File: config.mk
export PLATFORM = sky130hd
export DESIGN_NAME = ser_tx
export DESIGN_NICKNAME = d
export VERILOG_FILES = /design/src/rtl/ser_tx.sv
export SDC_FILE = /design/constraint.sdc
export NUM_CORES = 1
export LEC_CHECK = 0
export ABC_CLOCK_PERIOD_IN_PS = 4400
export CAP_MARGIN = 30
export CORE_MARGIN = 2
export CORE_UTILIZATION = 31
export DETAILED_ROUTE_END_ITERATION = 7
export GPL_TIMING_DRIVEN = 0
export SLEW_MARGIN = 25
export SYNTH_ARGS = -nofsm -noshare
export SYNTH_HDL_FRONTEND = slang
export SYNTH_SLANG_ARGS = --single-unit
File: constraint.sdc
create_clock -name clk -period 4.4 [get_ports clk]
set_clock_uncertainty 0.2 [all_clocks]
set_input_delay 0.88 -clock clk [delete_from_list [all_inputs] [get_ports clk]]
set_output_delay 0.88 -clock clk [all_outputs]
set_load 0.02 [all_outputs]
File: src/rtl/ser_tx.sv
// UART-style frame transmitter: start bit, WIDTH data bits LSB-first, optional even parity, stop bit.
// Define SER_TX_PARITY_EN to insert the even-parity bit between the data and stop bits.
module ser_tx #(
    parameter int WIDTH = 8,
    parameter int DIV   = 4
) (
    input  logic             clk,
    input  logic             rst_n,
    input  logic             start,
    input  logic [WIDTH-1:0] data_in,
    output logic             tx,
    output logic             busy,
    output logic             done
);
    localparam int DIV_W = (DIV > 1) ? $clog2(DIV) : 1;
    localparam int CNT_W = (WIDTH > 1) ? $clog2(WIDTH) : 1;
    localparam logic [DIV_W-1:0] DIV_LAST = DIV_W'(DIV - 1);
    localparam logic [CNT_W-1:0] BIT_LAST = CNT_W'(WIDTH - 1);

`ifdef SER_TX_PARITY_EN
    typedef enum logic [2:0] {IDLE, START, DATA, PARITY, STOP} state_t;
`else
    typedef enum logic [2:0] {IDLE, START, DATA, STOP} state_t;
`endif

    state_t             state_reg, state_next;
    logic [WIDTH-1:0]   shift_reg, shift_next;
    logic [DIV_W-1:0]   div_reg, div_next;
    logic [CNT_W-1:0]   bit_reg, bit_next;
    logic               tx_reg, tx_next;
    logic               busy_reg, busy_next;
    logic               done_reg, done_next;
    logic               bit_end;
`ifdef SER_TX_PARITY_EN
    logic               parity_reg, parity_next;
`endif

    // Asynchronous clear so an aborted frame releases the line to idle at once.
    always_ff @(posedge clk or negedge rst_n) begin
        if (!rst_n) begin
            state_reg  <= IDLE;
            shift_reg  <= '0;
            div_reg    <= '0;
            bit_reg    <= '0;
            tx_reg     <= 1'b1;
            busy_reg   <= 1'b0;
            done_reg   <= 1'b0;
`ifdef SER_TX_PARITY_EN
            parity_reg <= 1'b0;
`endif
        end else begin
            state_reg  <= state_next;
            shift_reg  <= shift_next;
            div_reg    <= div_next;
            bit_reg    <= bit_next;
            tx_reg     <= tx_next;
            busy_reg   <= busy_next;
            done_reg   <= done_next;
`ifdef SER_TX_PARITY_EN
            parity_reg <= parity_next;
`endif
        end
    end

    always_comb begin
        state_next  = state_reg;
        shift_next  = shift_reg;
        div_next    = div_reg;
        bit_next    = bit_reg;
        done_next   = 1'b0;
`ifdef SER_TX_PARITY_EN
        parity_next = parity_reg;
`endif
        bit_end     = (div_reg == DIV_LAST);

        case (state_reg)
            IDLE: begin
                if (start) begin
                    shift_next  = data_in;
                    div_next    = '0;
                    bit_next    = '0;
                    state_next  = START;
`ifdef SER_TX_PARITY_EN
                    parity_next = ^data_in;
`endif
                end
            end
            START: begin
                if (bit_end) begin
                    div_next   = '0;
                    state_next = DATA;
                end else begin
                    div_next = div_reg + DIV_W'(1);
                end
            end
            DATA: begin
                if (bit_end) begin
                    div_next = '0;
                    if (bit_reg == BIT_LAST) begin
`ifdef SER_TX_PARITY_EN
                        state_next = PARITY;
`else
                        state_next = STOP;
`endif
                    end else begin
                        bit_next   = bit_reg + CNT_W'(1);
                        shift_next = shift_reg >> 1;
                    end
                end else begin
                    div_next = div_reg + DIV_W'(1);
                end
            end
`ifdef SER_TX_PARITY_EN
            PARITY: begin
                if (bit_end) begin
                    div_next   = '0;
                    state_next = STOP;
                end else begin
                    div_next = div_reg + DIV_W'(1);
                end
            end
`endif
            STOP: begin
                if (bit_end) begin
                    div_next   = '0;
                    state_next = IDLE;
                    done_next  = 1'b1;
                end else begin
                    div_next = div_reg + DIV_W'(1);
                end
            end
            default: state_next = IDLE;
        endcase

        // Line level is derived from the state being entered so tx stays a pure register.
        case (state_next)
            START:   tx_next = 1'b0;
            DATA:    tx_next = shift_next[0];
`ifdef SER_TX_PARITY_EN
            PARITY:  tx_next = parity_next;
`endif
            default: tx_next = 1'b1;
        endcase
        busy_next = (state_next != IDLE);
    end

    assign tx   = tx_reg;
    assign busy = busy_reg;
    assign done = done_reg;
endmodule

Word level (Yosys, flattened, before mapping)

Index checks and enable logic that the tools add are counted.

Output and inout bits: 3
Input bits: 11
Flip-flop bits (word level): 19

Multiplexer cells: 20
Reductions and logical operators: 7
$add $sub $neg: 2
Eq/ne operators: 10

Operator list:

| cell                                                                   | number |
|---|---|
| 3-bit two-way mux                                                      | 8 |
| 8-bit two-way mux                                                      | 3 |
| 8-bit case mux with 2 select lines                                     | 1 |
| 3-bit case mux with 4 select lines                                     | 1 |
| 3-bit by 2-bit equality test with 1-bit output (second input constant) | 3 |
| 3-bit by 1-bit equality test with 1-bit output (second input constant) | 2 |
| 2-bit inequality test (second input constant)                          | 3 |
| 3-bit case mux with 2 select lines                                     | 1 |
| 2-bit two-way mux                                                      | 2 |
| 2-bit case mux with 2 select lines                                     | 1 |
| 4-bit AND reduction                                                    | 1 |
| 2-bit nonzero test                                                     | 2 |
| 3-bit by 1-bit adder with 3-bit output (second input constant)         | 1 |
| 3-bit equality test (second input constant)                            | 1 |
| 3-bit logical NOT                                                      | 1 |
| 3-bit nonzero test                                                     | 1 |
| 3-bit OR reduction                                                     | 1 |
| 2-bit by 1-bit adder with 2-bit output (second input constant)         | 1 |
| 2-bit equality test (second input constant)                            | 1 |
| 1-bit two-way mux                                                      | 2 |
| 1-bit case mux with 2 select lines                                     | 1 |
| 2-bit AND reduction                                                    | 1 |

Logic depth before layout (Yosys ltp)

Depth after elaboration: 6
Gate-level depth with buffers: 6
Gate-level depth less buffers: 5

Worst setup path before layout

Ideal clock, no wire load.

Path type: register to register
Start: register bit_reg[0]
End: register bit_reg[2]
Buffers on the path: 1
Path slack: 2408 ps
Library setup time: 125 ps
Period minus slack after synthesis: 1992 ps
Cell stages (with the launch flop): 7
Arrival time: 1667 ps
Cell sequence: dfrtp_1 -> ha_1 -> ha_1 -> nand3b_2 -> a211o_1 -> buf_2 -> mux2_4

Longest elaborated chain between the ends: 4
Elaborated cells between the ends (all ways): 7
Those cells by class: add/sub (1); eq/ne (2); mux (3); reduce/logical (1)

Ends and longest elaborated chain:

| what                                   | line | RTL |
|---|---|---|
| start: declaration                     | 29   | `logic [CNT_W-1:0] bit_reg, bit_next;` |
| start signal: assignment               | 55   | `bit_reg <= bit_next;` |
| 3-bit by 1-bit adder with 3-bit output | 106  | `bit_next = bit_reg + CNT_W'(1);` |
| 3-bit two-way mux                      | 99   | `if (bit_reg == BIT_LAST) begin` |
| 3-bit two-way mux                      | 97   | `if (bit_end) begin` |
| 3-bit case mux with 2 select lines     | 76   | `case (state_reg)` |

Parallel ways exist; a longest one is shown, timed or not. The select of a mux whose other input is x is not followed.
A chain may end at the register's enable or synchronous reset.

Worst setup path after layout

Start: register tx_reg (netlist: tx)
End: output port tx

RTL lines:

| what                     | line | RTL |
|---|---|---|
| start: declaration       | 30   | `logic tx_reg, tx_next;` |
| start signal: assignment | 56   | `tx_reg <= tx_next;` |
| end: declaration         | 11   | `output logic tx,` |

No word-level cell between the ends.

==> flow_summary.json <==
{
  "drt_iter0_markers": 15,
  "ir_worst_vdd_v": 0.000180,
  "cts_setup_buffers": 0,
  "hold_ws_ns": 0.299,
  "reg2reg_depth": 6,
  "hold_buffers": 0,
  "end_kind": "output pin",
  "period_minus_slack_ns": 2.48,
  "p_leak_uw": 0.000515,
  "dieArea_sq_mm": 0.00340,
  "crit_chain": "clkdlybuf4s50_1",
  "gp_congestion": 0.764,
  "syn_area_sq_um": 913,
  "area_delta_synth_final_pct": 22.7,
  "crit_family": "buffers and inverters",
  "drv_slew": 0,
  "grt_pass1_wl_mm": 3.13,
  "viasPerCell": 5.29,
  "min_to": "div_reg[0]",
  "place.port_buffers": 13,
  "largest_register_ffs": 8,
  "syn_nets": 92,
  "grt_max_degree": 20,
  "cts_made_buffers": 3,
  "wirelength_mm": 1.69,
  "status": "finished clean",
  "max_slew_margin_pct": 50.0,
  "route.detailed.drc": 0,
  "cts_max_level": 1,
  "core_sq_mm": 0.00278,
  "hp-start": "div_reg[0]",
  "groute.usage.overall_pct": 11.8,
  "cts.clk_slew.worst_paths_ns": 0.10,
  "fp.dieW_um": 58.3,
  "power_uw": 367,
  "start_util_pct": 32.8,
  "grt_pass1_vias": 712,
  "clock_latency_ns": 0.28,
  "num_vias": 672,
  "seq_area_frac_synth_pct": 52.2,
  "rrSetupSlack_ns": 2.27,
  "ys_seq_elements": 19,
  "p_per_area_mw_per_mm2": 327,
  "cap_violations": 0,
  "fmax_mhz": 403,
  "hp-class": "reg -> reg",
  "worst_path_max_delay_cell": "clkdlybuf4s50_1",
  "clockBufferDepth": 2,
  "fillerInstances": 260,
  "post-dp-hpwl_mm": 1.26,
  "clkSinkCount": 19,
  "worstHoldPathCells": 1,
  "worstMarginPinSlew_ns": 0.748,
  "crit_buf_inv": 1,
  "synth_ff_type": "dfrtp_1",
  "critPathRequiredTime_ns": 3.32,
  "arrival_ns": 1.40,
  "critPathLaunchType": "register",
  "num_antenna_cells": 0,
  "antenna_left": 0,
  "drtPass1Iterations": 4,
  "finalNetCount": 111,
  "setup-tns-final_ns": 0,
  "hold_violations": 0,
  "synth-edff-count": 0,
  "synth.avg_cell_area_sq_um": 11.7,
  "antenna_found_initial": 0,
  "die_y_um": 58.3,
  "setup_viol": 0,
  "rows": 19,
  "r2r-end": "shift_reg[6]",
  "finalCritPeriodShare_pct": 56.4,
  "yosysUniqueCellTypes": 38,
  "overflow": 0,
  "timing.rr.start": "bit_reg[0]",
  "drive_above_1_share_pct": 13.5,
  "syn_inst": 78,
  "rsz0062_at_grt": "no",
  "io_pins": 14,
  "slowest_delay_ns": 0.59,
  "cts_tree": "yes",
  "postSynth.asyncResetShare_pct": 100,
  "wl_per_cell_um": 13.3,
  "cp_max_fo": 1,
  "crit_type": "reg -> out",
  "cts_resized": 0,
  "root_buffer": "clkbuf_4",
  "yosys_warnings": 0
}
-- worst max path at each step --
stage	start	end	slack [ns]	depth (start not counted)
floorplan	bit_reg[0]	bit_reg[2]	2.41	6
global placement	start	tx	1.65	4
detailed placement	start	tx	1.64	4
CTS	tx	tx	1.90	1
global route	start	tx	1.83	4
finish	tx	tx	1.92	1
-- cells by family (layout without fill, tap and decap cells) --
family / after synthesis / in the layout / share of synthesized area (%)
adder cells (fa/ha/maj): 3 / 3 / 4.11
XOR/XNOR: 1 / 1 / 0.959
AND/OR/NAND/NOR: 24 / 24 / 17.0
flip-flops: 19 / 19 / 52.2
other: 1 / 1 / 0.411
AO/OA/AOI/OAI: 21 / 21 / 19.0
buffers and inverters: 7 / 25 / 3.42
multiplexers: 2 / 2 / 2.88
-- synthesized netlist by cell type (all sizes together) (2+ instances only) --
master	instances	area share, %
a22o	2	1.9
nor2	3	1.2
inv	3	1.2
and2	6	4.1
nand2b	3	2.1
ha	3	4.1
a221o	6	6.6
mux2	2	2.9
nor3	2	1.6
dfrtp	18	49
a211o	2	1.9
buf	3	1.8
nand2	3	1.2
o21ai	2	1.1
-- per-layer routing --
| metal | GRT usage, % | up-vias | part of all wire [%] |
|---|---|---|---|
| li1 | - | 330 | - |
| met1 | 14.9 | 333 | 46 |
| met2 | 20.2 | 7 | 50 |
| met3 | 2.01 | 2 | 2.7 |
| met4 | 3.99 | 0 | 0.95 |
| met5 | 0 | - | 0 |
-- area by class of cell --
class / count / area (sq um) / share of cell area (%)
well taps: 31 / 38.8 / 3.46
flip-flops and latches: 19 / 477 / 42.5
multi-input cells: 52 / 405 / 36.2
clock buffers: 3 / 22.5 / 2.01
repair buffers: 14 / 141 / 12.6
inverters: 3 / 11.3 / 1.00
clock inverters: 1 / 5.00 / 0.446
plain buffers: 4 / 20.0 / 1.79
-- power breakdown --
group / switching [uW] / internal [uW]
registers: 13.5 / 198
clock network: 50.2 / 33.7
logic: 33.9 / 37.5
-- through the flow --
stage / worst slack (ns) / utilization, % / area, sq um / instances
after floorplan: 2.41 / - / 913 / 78
after global placement: 1.65 / 38.9 / 1080 / 122
after detailed placement: 1.64 / 38.9 / 1080 / 122
after CTS: 1.90 / 39.9 / 1110 / 126
after global routing: 1.83 / 40.3 / 1120 / 127
final: 1.92 / 40.3 / 1120 / 127
-- cells in the final DEF, fill, tap and decap left out, drive strengths merged, types with 2 or more instances in the layout --
cell type / netlist / final
a211o: 2 / 2
a221o: 6 / 6
a22o: 2 / 2
and2: 6 / 6
buf: 3 / 4
clkbuf: 1 / 4
clkdlybuf4s50: 0 / 13
dfrtp: 18 / 18
ha: 3 / 3
inv: 3 / 3
mux2: 2 / 2
nand2: 3 / 3
nand2b: 3 / 3
nor2: 3 / 3
nor3: 2 / 2
o21ai: 2 / 2
Note: power is estimated with default switching activity, not from simulation.
